File: config.mk
export PLATFORM = sky130hd
export DESIGN_NAME = uart_frame_loader_flat
export DESIGN_NICKNAME = d
export VERILOG_FILES = /design/src/rtl/uart_frame_loader_pkg.sv /design/src/rtl/uart_frame_loader_if.sv /design/src/rtl/uart_frame_loader_frame_timer.sv /design/src/rtl/uart_frame_loader.sv /design/src/flat_wrapper.sv
export SDC_FILE = /design/constraint.sdc
export NUM_CORES = 1
export LEC_CHECK = 0
export CORE_MARGIN = 2
export CORE_UTILIZATION = 34
export CTS_CLUSTER_DIAMETER = 40
export DETAILED_ROUTE_END_ITERATION = 16
export DONT_BUFFER_PORTS = 1
export SLEW_MARGIN = 20
export SYNTH_ARGS = -nofsm -noshare
export SYNTH_HDL_FRONTEND = slang
export SYNTH_SLANG_ARGS = --single-unit
File: constraint.sdc
create_clock -name clk -period 1.85 [get_ports clk]
set_input_delay 0.0925 -clock clk [delete_from_list [all_inputs] [get_ports clk]]
set_output_delay 0.0925 -clock clk [all_outputs]
set_load 0.005 [all_outputs]
File: src/rtl/uart_frame_loader_pkg.sv
// Shared constants and the loader state type.
// The UART receiver, timer and loader blocks all import this package.
package snn_pkg;

    localparam int NUM_BYTES   = 98;
    localparam int TIMEOUT_CYC = 104167;
    localparam int TIMER_W     = 17;
    localparam int ADDR_W      = 7;

    localparam logic [11:0] BAUD_TIME = 12'hA2D;

    typedef enum logic [1:0] {
        LDR_IDLE  = 2'd0,
        LDR_LOAD  = 2'd1,
        LDR_START = 2'd2,
        LDR_WAIT  = 2'd3
    } ldr_state_t;

endpackage

File: src/rtl/uart_frame_loader_if.sv
// Receiver/core-side signal bundle for the frame loader.
// The slave modport is the loader; the master modport drives it.
interface uart_frame_loader_if;
    import snn_pkg::*;

    logic              rx_rdy;
    logic [7:0]        rx_data;
    logic              core_done;
    logic              clr_ovr;
    logic              ram_we;
    logic [ADDR_W-1:0] ram_addr;
    logic [7:0]        ram_wdata;
    logic              start;
    logic              busy;
    logic              frame_err;
    logic              overrun;

    modport slave (
        input  rx_rdy, rx_data, core_done, clr_ovr,
        output ram_we, ram_addr, ram_wdata, start, busy, frame_err, overrun
    );

    modport master (
        output rx_rdy, rx_data, core_done, clr_ovr,
        input  ram_we, ram_addr, ram_wdata, start, busy, frame_err, overrun
    );
endinterface

File: src/rtl/uart_frame_loader_frame_timer.sv
// Inter-byte gap counter: counts enabled cycles, clr dominates,
// o_expired flags the last allowed idle cycle.
module frame_timer #(
    parameter int TIMEOUT_CYC = snn_pkg::TIMEOUT_CYC
) (
    input  logic clk,
    input  logic rst_n,
    input  logic i_clr,
    input  logic i_en,
    output logic o_expired
);
    import snn_pkg::*;

    logic [TIMER_W-1:0] r_count;

    always_ff @(posedge clk or negedge rst_n) begin
        if (!rst_n) begin
            r_count <= '0;
        end else if (i_clr) begin
            r_count <= '0;
        end else if (i_en) begin
            r_count <= r_count + TIMER_W'(1);
        end
    end

    assign o_expired = (r_count == TIMER_W'(TIMEOUT_CYC - 1));
endmodule

File: src/rtl/uart_frame_loader.sv
// Loads one fixed-length frame of UART bytes into the SNN image RAM,
// kicks the core with start, then locks out loading until core_done.
module uart_frame_loader #(
    parameter int NUM_BYTES   = snn_pkg::NUM_BYTES,
    parameter int TIMEOUT_CYC = snn_pkg::TIMEOUT_CYC
) (
    input  logic                 clk,
    input  logic                 rst_n,
    uart_frame_loader_if.slave   bus
);
    import snn_pkg::*;

    localparam logic [ADDR_W-1:0] LAST_ADDR = ADDR_W'(NUM_BYTES - 1);

    ldr_state_t        r_state;
    ldr_state_t        w_state_nxt;
    logic [ADDR_W-1:0] r_addr;
    logic [ADDR_W-1:0] w_addr_nxt;
    logic              r_ovr;
    logic              w_accept;
    logic              w_drop;
    logic              w_start;
    logic              w_frame_err;
    logic              w_expired;
    logic              w_timer_clr;
    logic              w_timer_en;

    // Clearing on expiry keeps the count at zero once the FSM is back in IDLE.
    assign w_timer_en  = (r_state == LDR_LOAD);
    assign w_timer_clr = (r_state != LDR_LOAD) || bus.rx_rdy || w_expired;

    frame_timer #(
        .TIMEOUT_CYC (TIMEOUT_CYC)
    ) u_frame_timer (
        .clk       (clk),
        .rst_n     (rst_n),
        .i_clr     (w_timer_clr),
        .i_en      (w_timer_en),
        .o_expired (w_expired)
    );

    always_ff @(posedge clk or negedge rst_n) begin
        if (!rst_n) begin
            r_state <= LDR_IDLE;
            r_addr  <= '0;
            r_ovr   <= 1'b0;
        end else begin
            r_state <= w_state_nxt;
            r_addr  <= w_addr_nxt;
            if (w_drop) begin
                r_ovr <= 1'b1;
            end else if (bus.clr_ovr) begin
                r_ovr <= 1'b0;
            end
        end
    end

    always_comb begin
        w_state_nxt = r_state;
        w_addr_nxt  = r_addr;
        w_accept    = 1'b0;
        w_drop      = 1'b0;
        w_start     = 1'b0;
        w_frame_err = 1'b0;
        case (r_state)
            LDR_IDLE: begin
                w_addr_nxt = '0;
                if (bus.rx_rdy) begin
                    w_accept    = 1'b1;
                    w_addr_nxt  = ADDR_W'(1);
                    w_state_nxt = LDR_LOAD;
                end
            end
            LDR_LOAD: begin
                // A byte on the expiry cycle wins over the abort.
                if (bus.rx_rdy) begin
                    w_accept = 1'b1;
                    if (r_addr == LAST_ADDR) begin
                        w_addr_nxt  = '0;
                        w_state_nxt = LDR_START;
                    end else begin
                        w_addr_nxt = r_addr + ADDR_W'(1);
                    end
                end else if (w_expired) begin
                    w_frame_err = 1'b1;
                    w_addr_nxt  = '0;
                    w_state_nxt = LDR_IDLE;
                end
            end
            LDR_START: begin
                w_start     = 1'b1;
                w_drop      = bus.rx_rdy;
                w_state_nxt = LDR_WAIT;
            end
            LDR_WAIT: begin
                w_drop = bus.rx_rdy;
                if (bus.core_done) begin
                    w_state_nxt = LDR_IDLE;
                end
            end
            default: begin
                w_addr_nxt  = '0;
                w_state_nxt = LDR_IDLE;
            end
        endcase
    end

    assign bus.ram_we    = w_accept;
    assign bus.ram_addr  = r_addr;
    assign bus.ram_wdata = bus.rx_data;
    assign bus.start     = w_start;
    assign bus.busy      = (r_state != LDR_IDLE);
    assign bus.frame_err = w_frame_err;
    assign bus.overrun   = r_ovr;
endmodule
File: src/flat_wrapper.sv
// flat-port wrapper written by rule: the top's interface ports become plain ports
module uart_frame_loader_flat import snn_pkg::*;
#(
    parameter int NUM_BYTES   = snn_pkg::NUM_BYTES,
    parameter int TIMEOUT_CYC = snn_pkg::TIMEOUT_CYC
)
  (clk, rst_n, bus_rx_rdy, bus_rx_data, bus_core_done, bus_clr_ovr, bus_ram_we, bus_ram_addr, bus_ram_wdata, bus_start, bus_busy, bus_frame_err, bus_overrun);
  uart_frame_loader_if bus_i ();
  input  logic clk;
  input  logic rst_n;
  input wire logic [$bits(bus_i.rx_rdy)-1:0] bus_rx_rdy;
  input wire logic [$bits(bus_i.rx_data)-1:0] bus_rx_data;
  input wire logic [$bits(bus_i.core_done)-1:0] bus_core_done;
  input wire logic [$bits(bus_i.clr_ovr)-1:0] bus_clr_ovr;
  output wire logic [$bits(bus_i.ram_we)-1:0] bus_ram_we;
  output wire logic [$bits(bus_i.ram_addr)-1:0] bus_ram_addr;
  output wire logic [$bits(bus_i.ram_wdata)-1:0] bus_ram_wdata;
  output wire logic [$bits(bus_i.start)-1:0] bus_start;
  output wire logic [$bits(bus_i.busy)-1:0] bus_busy;
  output wire logic [$bits(bus_i.frame_err)-1:0] bus_frame_err;
  output wire logic [$bits(bus_i.overrun)-1:0] bus_overrun;
  assign bus_i.rx_rdy = bus_rx_rdy;
  assign bus_i.rx_data = bus_rx_data;
  assign bus_i.core_done = bus_core_done;
  assign bus_i.clr_ovr = bus_clr_ovr;
  assign bus_ram_we = bus_i.ram_we;
  assign bus_ram_addr = bus_i.ram_addr;
  assign bus_ram_wdata = bus_i.ram_wdata;
  assign bus_start = bus_i.start;
  assign bus_busy = bus_i.busy;
  assign bus_frame_err = bus_i.frame_err;
  assign bus_overrun = bus_i.overrun;
  uart_frame_loader #(.NUM_BYTES(NUM_BYTES), .TIMEOUT_CYC(TIMEOUT_CYC)) u_core (.clk(clk), .rst_n(rst_n), .bus(bus_i));
endmodule
==> results by group, run 1 <==
Routing
  • Routed length per instance: 13.0 um
  • Iteration count of the initial detailed-routing pass: 4
  • DRC viols: 0
  • Initial DRC Count: 47
  • DR vias/cell: 5.04
  • WL final: 2800 um
  • Routed Antenna Nets: 0
  • Via count: 1083

Logic synthesis
  • Mapped Cells: 157
  • Avg Cell Area, Syn: 9.52 um2
  • Synthesized area: 1490 um2
  • Syn. warnings: 0
  • Netlist cell types: 37
  • Share of the synthesized area in the top cell type: 0.452
  • Yosys reg bits: 27
  • Cell taking the most area after synthesis: dfrtp_1
  • Post-synthesis sequential area ratio: 0.452
  • Mapped Nets: 174
  • Top cells by area, synth: dfrtp_1 45%, xor2_1 5.3%, nor2_1 4.3%

Power
  • Combinational cell fraction of total power: 0.166
  • Part of the power in the clock network: 0.280
  • Sequential power share: 0.554
  • Max VDD drop: 379 uV
  • Pwr Density: 712 nW/um2
  • Leak: 0.707 nW
  • P_int: 863 uW
  • NetSw: 314 uW
  • Net Sw Frac: 0.267

STA
  • Least-Margin Pin Slew: 0.638 ns
  • Final setup fails: 0
  • Slew Viols, Final: 0
  • Layout Skew: 0.00598 ns
  • Setup TNS: 0 ns
  • Worst setup margin: 0.0894 ns
  • Crit path time final: 1.76 ns
  • Period utilization: 0.952
  • Fin. Hold Viols: 0
  • RSZ-0062 raised after global routing: no
  • Max_slew headroom: 0.572
  • Fmax: 0.568 GHz

Critical path
  • Crit path launch type: register
  • Critical Path RT: 2.00 ns
  • Worst Path Arrival: 1.91 ns
  • Bufs and invs on worst path: 0
  • CP max stage cell: or4b_1
  • CP cell instances: or4b_1 > o211a_1 > a41oi_1 > a31oi_1
  • Crit-path max FO: 11
  • Largest incremental delay on the critical path: 0.58 ns
  • CP endpoint kind: register
  • Crit Path Class: register to register
  • Family with the most delay on the worst path: compound AO/OA/AOI/OAI gates

Cells and area
  • Most frequent cells in the layout: 27 x dfrtp_1, 17 x nor2_1, 13 x nand2_1
  • Area of the multi-input gates: 716 um2
  • Commonest non-fill, non-tap cell in the layout: dfrtp_1
  • Layout area overhead: 10.7%
  • Layout Nets: 181
  • FF/Latch Area: 676 um2
  • Share of layout cells above drive strength 1: 0.123
  • N_diodes: 0
  • Fillcell total: 424

Die
  • Initial Util: 0.348
  • CORE AREA: 4290 um2
  • FP Rows: 24
  • Die X: 70.3 um
  • Boundary pin count: 33
  • Die height: 70.3 um
  • Die area: 4940 um2

Run status
  • Status: complete, no violations

CTS
  • CTS sink count: 27
  • Postcts setup bufs: 0
  • CTS tree: built
  • Clk slew on worst S/H paths: 0.09 ns
  • Clock root buffer: clkbuf_8
  • CTS Buf Count: 3
  • H-tree levels: 1
  • Clock network latency to the later pin of the worst-skew pair: 0.27 ns
  • Bufs on Longest Clock Path: 2

Global route
  • Gr ovfl total: 0
  • GRT Overall Usage: 0.120
  • First-pass GRT wire length: 4830 um
  • Initial antenna violation count: 0
  • Vias in the first global route: 1041
  • Largest net degree at the start of global routing: 28

Placed design
  • Hpwl dp: 2110 um
  • Port bufs: 0
  • Setup slack at placement: 0.0853 ns
  • Placer Congestion: 0.799

Flow run
  • Max Cap Viol: 0

Hold path
  • Worst hold path type: input pin to register
-- registers in the layout, indices dropped and copies added, names as in the netlist, named ones only --
signal,flops
u_core.r_state,1
u_core.u_frame_timer.r_count,17
u_core.bus.ram_addr,7
u_core.bus.overrun,1
-- metrics by stage --
stage               instances  utilization  cell area [um2]  hold WS, ns  power, mW
floorplan                 157            -             1490       -0.203      0.783
global placement          207        0.361             1550       -0.202      0.831
detailed placement        207        0.361             1550       -0.203      0.840
CTS                       215        0.383             1650      0.00957       1.20
global route              215        0.385             1650       0.0342       1.25
finish                    215        0.385             1650       0.0146       1.18
-- cells in the mapped netlist --
cell	instances
a21oi_1	8
a31oi_1	5
a41oi_1	2
and2_1	2
and3_1	3
and4_1	2
and4_2	1
buf_2	1
buf_4	8
buf_6	2
dfrtp_1	27
ha_1	4
inv_1	6
nand2_1	13
nand3_1	9
nand3_2	1
nand4_1	6
nor2_1	17
nor2b_1	2
nor3_1	1
o211a_1	1
o21ai_0	7
o21ai_1	1
o21ai_4	1
o21bai_1	1
o22ai_2	1
o31ai_1	1
or2_0	1
or2_2	1
or2b_1	3
or3_1	3
or3_2	1
or3_4	1
or4_1	2
or4b_1	1
xnor2_1	2
xor2_1	9
-- repair_timing --
item / 4_1_cts / 5_1_grt
gates resized for setup: 0 / 1
setup endpoints to repair: 0 / 6
hold buffers: 4 / 0
endpoints found under the hold margin: 28 / 0
-- cells by family after synthesis --
| group | count (synthesis) | share of synthesized area |
|---|---|---|
| compound gates | 28 | 0.122 |
| buf+inv | 17 | 0.0737 |
| fa+ha+maj | 4 | 0.0335 |
| simple gates | 70 | 0.254 |
| xor+xnor | 11 | 0.0645 |
| flops | 27 | 0.452 |
-- power groups by stage --
stage | registers [mW] | logic (mW) | clock network (mW)
floorplan | 0.685 | 0.0985 | 0
global placement | 0.663 | 0.168 | 0
detailed placement | 0.666 | 0.174 | 0
CTS | 0.653 | 0.195 | 0.346
global route | 0.661 | 0.220 | 0.366
finish | 0.652 | 0.196 | 0.330
-- final cells by class --
cell class,instances,share of cell area
clock buffer,4,0.0272
sequential,27,0.408
tap,52,0.0393
multi-input combinational,113,0.433
inverter,6,0.0136
timing repair buffer,13,0.0787
-- worst reg2reg max path, cell delays in order, from the launching register on --
cell,delay [ns]
dfrtp_1,0.38
or4b_1,0.58
o211a_1,0.36
a41oi_1,0.26
a31oi_1,0.06
-- routing by layer --
metal / track usage / wire length, um / up-vias / share of wire
li1: - / - / 555 / -
met1: 0.144 / 1260 / 501 / 0.45
met2: 0.200 / 1350 / 21 / 0.48
met3: 0.0447 / 156 / 6 / 0.056
met4: 0.0363 / 38 / 0 / 0.014
met5: 0 / 0 / - / 0
-- final timing paths --
kind | startpoint | endpoint | slack (ns) | depth (start not counted)
worst max-delay path | u_core.bus.ram_addr[4]$_DFFE_PN0P_ | u_core.bus.ram_addr[5]$_DFFE_PN0P_ | 0.09 | 4
worst min-delay path | bus_core_done | register | 0.01 | 3
worst max register to register | u_core.bus.ram_addr[4]$_DFFE_PN0P_ | u_core.bus.ram_addr[5]$_DFFE_PN0P_ | 0.09 | 4
worst min register to register | u_core.u_frame_timer.r_count[0]$_DFFE_PN0P_ | u_core.u_frame_timer.r_count[0]$_DFFE_PN0P_ | 0.50 | 1
max in group asynchronous | rst_n | u_core.u_frame_timer.r_count[4]$_DFFE_PN0P_ | 1.44 | 2
min in group asynchronous | rst_n | u_core.bus.ram_addr[0]$_DFFE_PN0P_ | 0.25 | 2
Power figures use the tool's default switching activity.
==> inputs of run 2 (changes only) <==
--- a/config.mk
+++ b/config.mk
@@ -5,7 +5,6 @@
 export SDC_FILE = /design/constraint.sdc
 export NUM_CORES = 1
 export LEC_CHECK = 0
-export CORE_MARGIN = 2
 export CORE_UTILIZATION = 34
 export CTS_CLUSTER_DIAMETER = 40
 export DETAILED_ROUTE_END_ITERATION = 16
==> results by group, run 2 (same netlist as run 1, synthesis figures left out) <==
Run status
  • Status: complete, no violations

Global route
  • GRT Overall Usage: 0.134 (+0.0133)
  • Vias in the first global route: 1073 (+3.1%)
  • Met2 Track Usage GR: 0.222 (+0.0216)
  • GR Util met1: 0.176 (+0.0326)
  • Met3 Usage GRT: 0.0133 (-0.0314)
  • GR peak layer: met2
  • Largest net degree at the start of global routing: 28 (unchanged)
  • Gr ovfl total: 0 (unchanged)
  • First-pass GRT wire length: 4750 um (-1.6%)
  • Initial antenna violation count: 0 (unchanged)

Critical path
  • Worst Path Arrival: 1.88 ns (-0.03 ns)
  • FF-to-FF setup slack: 0.12 ns (+0.03 ns)
  • Worst reg2reg endpoint: u_core.bus.ram_addr[4]$_DFFE_PN0P_
  • Reg2reg start: u_core.u_frame_timer.r_count[0]$_DFFE_PN0P_
  • Crit-path max FO: 7 (-4)
  • CP endpoint kind: register
  • R2r worst-path depth: 6 (+2)
  • Crit Path Class: register to register
  • Critical Path RT: 2.00 ns (about the same)
  • Crit path launch type: register

Power
  • Leak: 0.706 nW (-0.16%)
  • Pwr Total: 1.19 mW (+0.74%)
  • Pwr Density: 714 nW/um2 (+0.29%)
  • Max VDD drop: 221 uV (-42%)

Cells and area
  • Reg with most FFs: u_core.u_frame_timer.r_count
  • Fillcell total: 403 (-5.0%)
  • Share of layout cells above drive strength 1: 0.140 (+0.0175)
  • Max reg flops: 17 (unchanged)
  • N_diodes: 0 (unchanged)
  • Most frequent cells in the layout: 27 x dfrtp_1, 16 x nor2_1, 13 x nand2_1
  • Layout Nets: 182 (+0.55%)
  • Area of the multi-input gates: 718 um2 (+0.35%)
  • Commonest non-fill, non-tap cell in the layout: dfrtp_1
  • Layout area overhead: 11.2%
  • FF/Latch Area: 676 um2 (unchanged)

STA
  • Setup TNS: 0 ns (unchanged)
  • Max_slew headroom: 0.564 (-0.00758)
  • Crit path time final: 1.73 ns (-0.0267 ns)
  • Layout Skew: 0.00461 ns (-0.00138 ns)
  • Fin. Hold Viols: 0 (unchanged)
  • Final setup fails: 0 (unchanged)
  • Fmax: 0.577 GHz (+1.5%)
  • Period utilization: 0.937 (-0.0144)
  • Least-Margin Pin Slew: 0.649 ns (+0.0113 ns)
  • Hold WS: 0.0150 ns (+0.000363 ns)
  • Slew Viols, Final: 0 (unchanged)

Routing
  • WL final: 2890 um (+2.9%)
  • DRC viols: 0 (unchanged)
  • Routed length per instance: 13.5 um (+3.4%)
  • Via count: 1134 (+4.7%)
  • DR vias/cell: 5.30 (+5.2%)
  • Routed Antenna Nets: 0 (unchanged)
  • Iteration count of the initial detailed-routing pass: 4 (unchanged)
  • Initial DRC Count: 62 (+32%)

Hold path
  • Worst hold path depth: 3 (unchanged)
  • Worst Min Path Start: bus_core_done
  • Worst hold path type: input pin to register

CTS
  • Bufs on Longest Clock Path: 2 (unchanged)
  • Clk slew on worst S/H paths: 0.09 ns (about the same)
  • Clock root buffer: clkbuf_8
  • Clock network latency to the later pin of the worst-skew pair: 0.27 ns (about the same)
  • CTS tree: built
  • CTS sink count: 27 (unchanged)
  • H-tree levels: 1 (unchanged)
  • CTS Buf Count: 3 (unchanged)

Die
  • FP Rows: 23 (-4.2%)
  • Die X: 68.3 um (-2.8%)
  • Boundary pin count: 33 (unchanged)
  • Die area: 4660 um2 (-5.6%)
  • CORE AREA: 4120 um2 (-4.2%)
  • Initial Util: 0.363 (+0.0151)
  • Die height: 68.3 um (-2.8%)

Placed design
  • Hpwl dp: 2090 um (-1.4%)
  • Placer Congestion: 0.728 (-8.9%)
  • Port bufs: 0 (unchanged)

Flow run
  • Max Cap Viol: 0 (unchanged)
run 2: changes by cell type in the layout (fill, tap and decap cells not counted), sizes merged:
cell,change
buf,+1
run 2: worst max path at each step:
stage | from | to | slack (ns) | cells past startpoint
6_report | u_core.u_frame_timer.r_count[0]$_DFFE_PN0P_ | u_core.bus.ram_addr[4]$_DFFE_PN0P_ | 0.12 | 6
5_1_grt | u_core.u_frame_timer.r_count[0]$_DFFE_PN0P_ | bus_frame_err | -0.006 | 6
4_1_cts | u_core.u_frame_timer.r_count[0]$_DFFE_PN0P_ | u_core.bus.ram_addr[4]$_DFFE_PN0P_ | 0.07 | 6
3_5_place_dp | u_core.u_frame_timer.r_count[0]$_DFFE_PN0P_ | u_core.bus.ram_addr[4]$_DFFE_PN0P_ | 0.09 | 6
3_3_place_gp | u_core.bus.ram_addr[4]$_DFFE_PN0P_ | u_core.bus.ram_addr[4]$_DFFE_PN0P_ | 0.15 | 4
2_1_floorplan | u_core.bus.ram_addr[4]$_DFFE_PN0P_ | u_core.bus.ram_addr[4]$_DFFE_PN0P_ | 0.15 | 5
run 2: routing by layer:
metal,share of wire,vias up,wire (um)
li1,-,554,-
met1,0.47,556,1360
met2,0.49,20,1420
met3,0.022,4,63
met4,0.012,0,36
met5,0,-,0
run 2: per-stage QoR:
stage                util  cells  setup WS [ns]  area (um2)
floorplan               -    157          0.151        1490
global placement    0.376    205          0.154        1550
detailed placement  0.376    205         0.0900        1550
CTS                 0.400    213         0.0735        1640
global route        0.404    214       -0.00572        1660
finish              0.404    214          0.116        1660
run 2: layout make-up:
type,instances,area share
Inverter,6,0.0136
Timing Repair Buffer,14,0.0828
Clock buffer,4,0.0271
Tap cell,50,0.0377
Sequential cell,27,0.407
Multi-Input combinational cell,113,0.432
run 2: power by group:
| group | internal (mW) | switching (mW) | leakage (nW) | total (mW) |
|---|---|---|---|---|
| clock network | 0.154 | 0.181 | 0.0228 | 0.336 |
| logic | 0.0864 | 0.111 | 0.315 | 0.197 |
| registers | 0.625 | 0.0278 | 0.368 | 0.653 |
| total | 0.866 | 0.320 | 0.706 | 1.19 |
run 2: repair_timing:
action / in CTS / in global routing
resized for setup: 0 / 3
buffers inserted: 0 / 1
setup endpoints to repair: 0 / 8
hold buffers: 4 / 0
endpoints found under the hold margin: 28 / 0
run 2: critical path, cell delays in order, from the launching register on:
cell     delay, ns
dfrtp_1       0.42
inv_1         0.07
ha_1          0.14
nand2_1       0.06
or4_1         0.56
o22ai_4       0.22
a31oi_1       0.14
==> inputs of run 3 (changes only) <==
==> constraint.sdc (replaced) <==
create_clock -name clk -period 1.5 [get_ports clk]
set_input_delay 0.225 -clock clk [delete_from_list [all_inputs] [get_ports clk]]
set_output_delay 0.225 -clock clk [all_outputs]
set_load 0.005 [all_outputs]
==> results by group, run 3 (same netlist as run 1, synthesis figures left out) <==
STA
  • Period utilization: 1.18
  • Slew Viols, Final: 0 (unchanged)
  • RSZ-0062 raised after global routing: yes
  • Final setup fails: 26 (+26)
  • Crit path time final: 1.78 ns
  • Layout Skew: 0.00901 ns (+0.00440 ns)
  • Worst setup margin: -0.277 ns (-0.393 ns)
  • Fin. Hold Viols: 0 (unchanged)
  • Least-Margin Pin Slew: 0.315 ns (-0.334 ns)
  • Max_slew headroom: 0.790 (+0.226)
  • Fmax: 0.563 GHz

Cells and area
  • Layout area overhead: 20.4%
  • Final cell count without fillers: 225 (+5.1%)
  • N_diodes: 0 (unchanged)
  • Most frequent cells in the layout: 24 x dfrtp_1, 21 x buf_4, 16 x nor2_1
  • FF/Latch Area: 679 um2 (+0.56%)
  • Fillcell total: 397 (-1.5%)
  • Layout Nets: 193 (+6.0%)
  • Share of layout cells above drive strength 1: 0.269 (+0.128)
  • Util after Layout: 0.437 (+0.0331)
  • Max reg flops: 17 (unchanged)
  • Area of the multi-input gates: 766 um2 (+6.6%)
  • Reg with most FFs: u_core.u_frame_timer.r_count
  • Commonest non-fill, non-tap cell in the layout: dfrtp_1

Routing
  • DRC viols: 0 (unchanged)
  • Initial DRC Count: 57 (-8.1%)
  • DR vias/cell: 5.24 (-1.0%)
  • WL final: 3150 um (+9.0%)
  • Routed length per instance: 14.0 um (+3.7%)
  • Iteration count of the initial detailed-routing pass: 4 (unchanged)
  • Via count: 1180 (+4.1%)
  • Routed Antenna Nets: 0 (unchanged)

Die
  • FP Rows: 23 (unchanged)
  • Die height: 68.3 um (unchanged)
  • Boundary pin count: 33 (unchanged)
  • Initial Util: 0.363 (unchanged)
  • Die area: 4660 um2 (unchanged)
  • Die X: 68.3 um (unchanged)
  • CORE AREA: 4120 um2 (unchanged)

CTS
  • CTS tree: built
  • Clock network latency to the later pin of the worst-skew pair: 0.28 ns (about the same)
  • CTS sink count: 27 (unchanged)
  • CTS Buf Count: 3 (unchanged)
  • H-tree levels: 1 (unchanged)
  • Clock root buffer: clkbuf_8
  • Bufs on Longest Clock Path: 2 (unchanged)
  • Clk slew on worst S/H paths: 0.10 ns (about the same)

Flow run
  • Max Cap Viol: 0 (unchanged)

Run status
  • Status: finished with violations
  • Failing checks: setup timing

Global route
  • GRT Overall Usage: 0.155 (+0.0212)
  • Largest net degree at the start of global routing: 28 (unchanged)
  • Initial antenna violation count: 0 (unchanged)
  • Gr ovfl total: 0 (unchanged)
  • Vias in the first global route: 1212 (+13%)
  • First-pass GRT wire length: 5370 um (+13%)

Critical path
  • Critical Path RT: 1.27 ns (-0.73 ns)
  • Crit Path Class: register to primary output
  • Crit path launch type: register
  • Crit path from: u_core.u_frame_timer.r_count[8]$_DFFE_PN0P_
  • Reg2reg start: u_core.u_frame_timer.r_count[8]$_DFFE_PN0P_
  • Crit-path max FO: 2 (-5)
  • CP endpoint kind: primary output
  • Worst Path Arrival: 1.55 ns (-0.33 ns)

Power
  • Pwr Total: 1.53 mW (+29%)
  • Leak: 0.764 nW (+8.3%)
  • Max VDD drop: 508 uV (+130%)
  • Pwr Density: 848 nW/um2 (+19%)

Placed design
  • Hpwl dp: 2320 um (+11%)
  • Placed Cells: 217 (+5.9%)
  • Port bufs: 0 (unchanged)
  • Placer Congestion: 0.773 (+6.2%)

Hold path
  • Worst Min Path Start: bus_clr_ovr
  • Worst hold path type: input pin to register
-- run 3: cell count changes in the layout (fill, tap and decap cells not counted), sizes merged --
cell         before  now
clkbuf            4    3
buf              11   24
clkinvlp          0    1
dlygate4sd3       3    1
-- run 3: final timing paths --
| path | slack (ns) | depth (start not counted) | to |
|---|---|---|---|
| max | -0.28 | 4 | bus_frame_err |
| min | 0.04 | 1 | u_core.bus.overrun$_DFFE_PN0P_ |
| max reg2reg | -0.26 | 5 | u_core.bus.ram_addr[5]$_DFFE_PN0P_ |
| min reg2reg | 0.55 | 2 | u_core.u_frame_timer.r_count[0]$_DFFE_PN0P_ |
| max in group asynchronous | 0.95 | 2 | u_core.u_frame_timer.r_count[8]$_DFFE_PN0P_ |
| min in group asynchronous | 0.37 | 2 | u_core.u_frame_timer.r_count[15]$_DFFE_PN0P_ |
-- run 3: final cells by class --
class | instances | share of cell area
Sequential cell | 27 | 0.378
Tap cell | 50 | 0.0348
Clock inverter | 1 | 0.00418
Inverter | 6 | 0.0125
Multi-Input combinational cell | 113 | 0.426
Clock buffer | 3 | 0.0230
Timing Repair Buffer | 25 | 0.122
-- run 3: routing by layer --
metal  up-vias  global-route usage  part of all wire
met2        27               0.261              0.49
met4         0              0.0391                 0
met1       575               0.200              0.47
met5         -                   0                 0
met3         0              0.0317             0.045
li1        578                   -                 -
-- run 3: metrics by stage --
stage	cell area [um2]	worst slack, ns	hold WS (ns)	setup TNS (ns)
finish	1800	-0.277	0.0408	-5.05
global route	1800	-0.356	0.0442	-7.34
CTS	1800	-0.300	0.0389	-5.64
detailed placement	1690	-0.192	-0.0697	-3.01
global placement	1690	-0.171	-0.0698	-2.40
floorplan	1550	-0.179	-0.0706	-2.17
-- run 3: power by group --
group | switching (mW) | leakage [nW] | total (mW) | internal, mW
Combinational | 0.170 | 0.379 | 0.299 | 0.128
Sequential | 0.0263 | 0.364 | 0.801 | 0.775
Clock | 0.237 | 0.0217 | 0.426 | 0.189
-- run 3: critical path, stage by stage (launching register included) --
cell and delay (ns):
dfrtp_2 0.41, or2_1 0.23, or3_4 0.40, nor2_2 0.09
and2_4 0.16
-- run 3: timing repair --
action                                  in CTS  in global routing
pin swaps                                    4                  2
endpoints found under the hold margin       27                  0
resized for setup                            6                  1
setup buffers                                2                  0
hold buffers                                 2                  0
endpoints found under the setup margin      27                 27
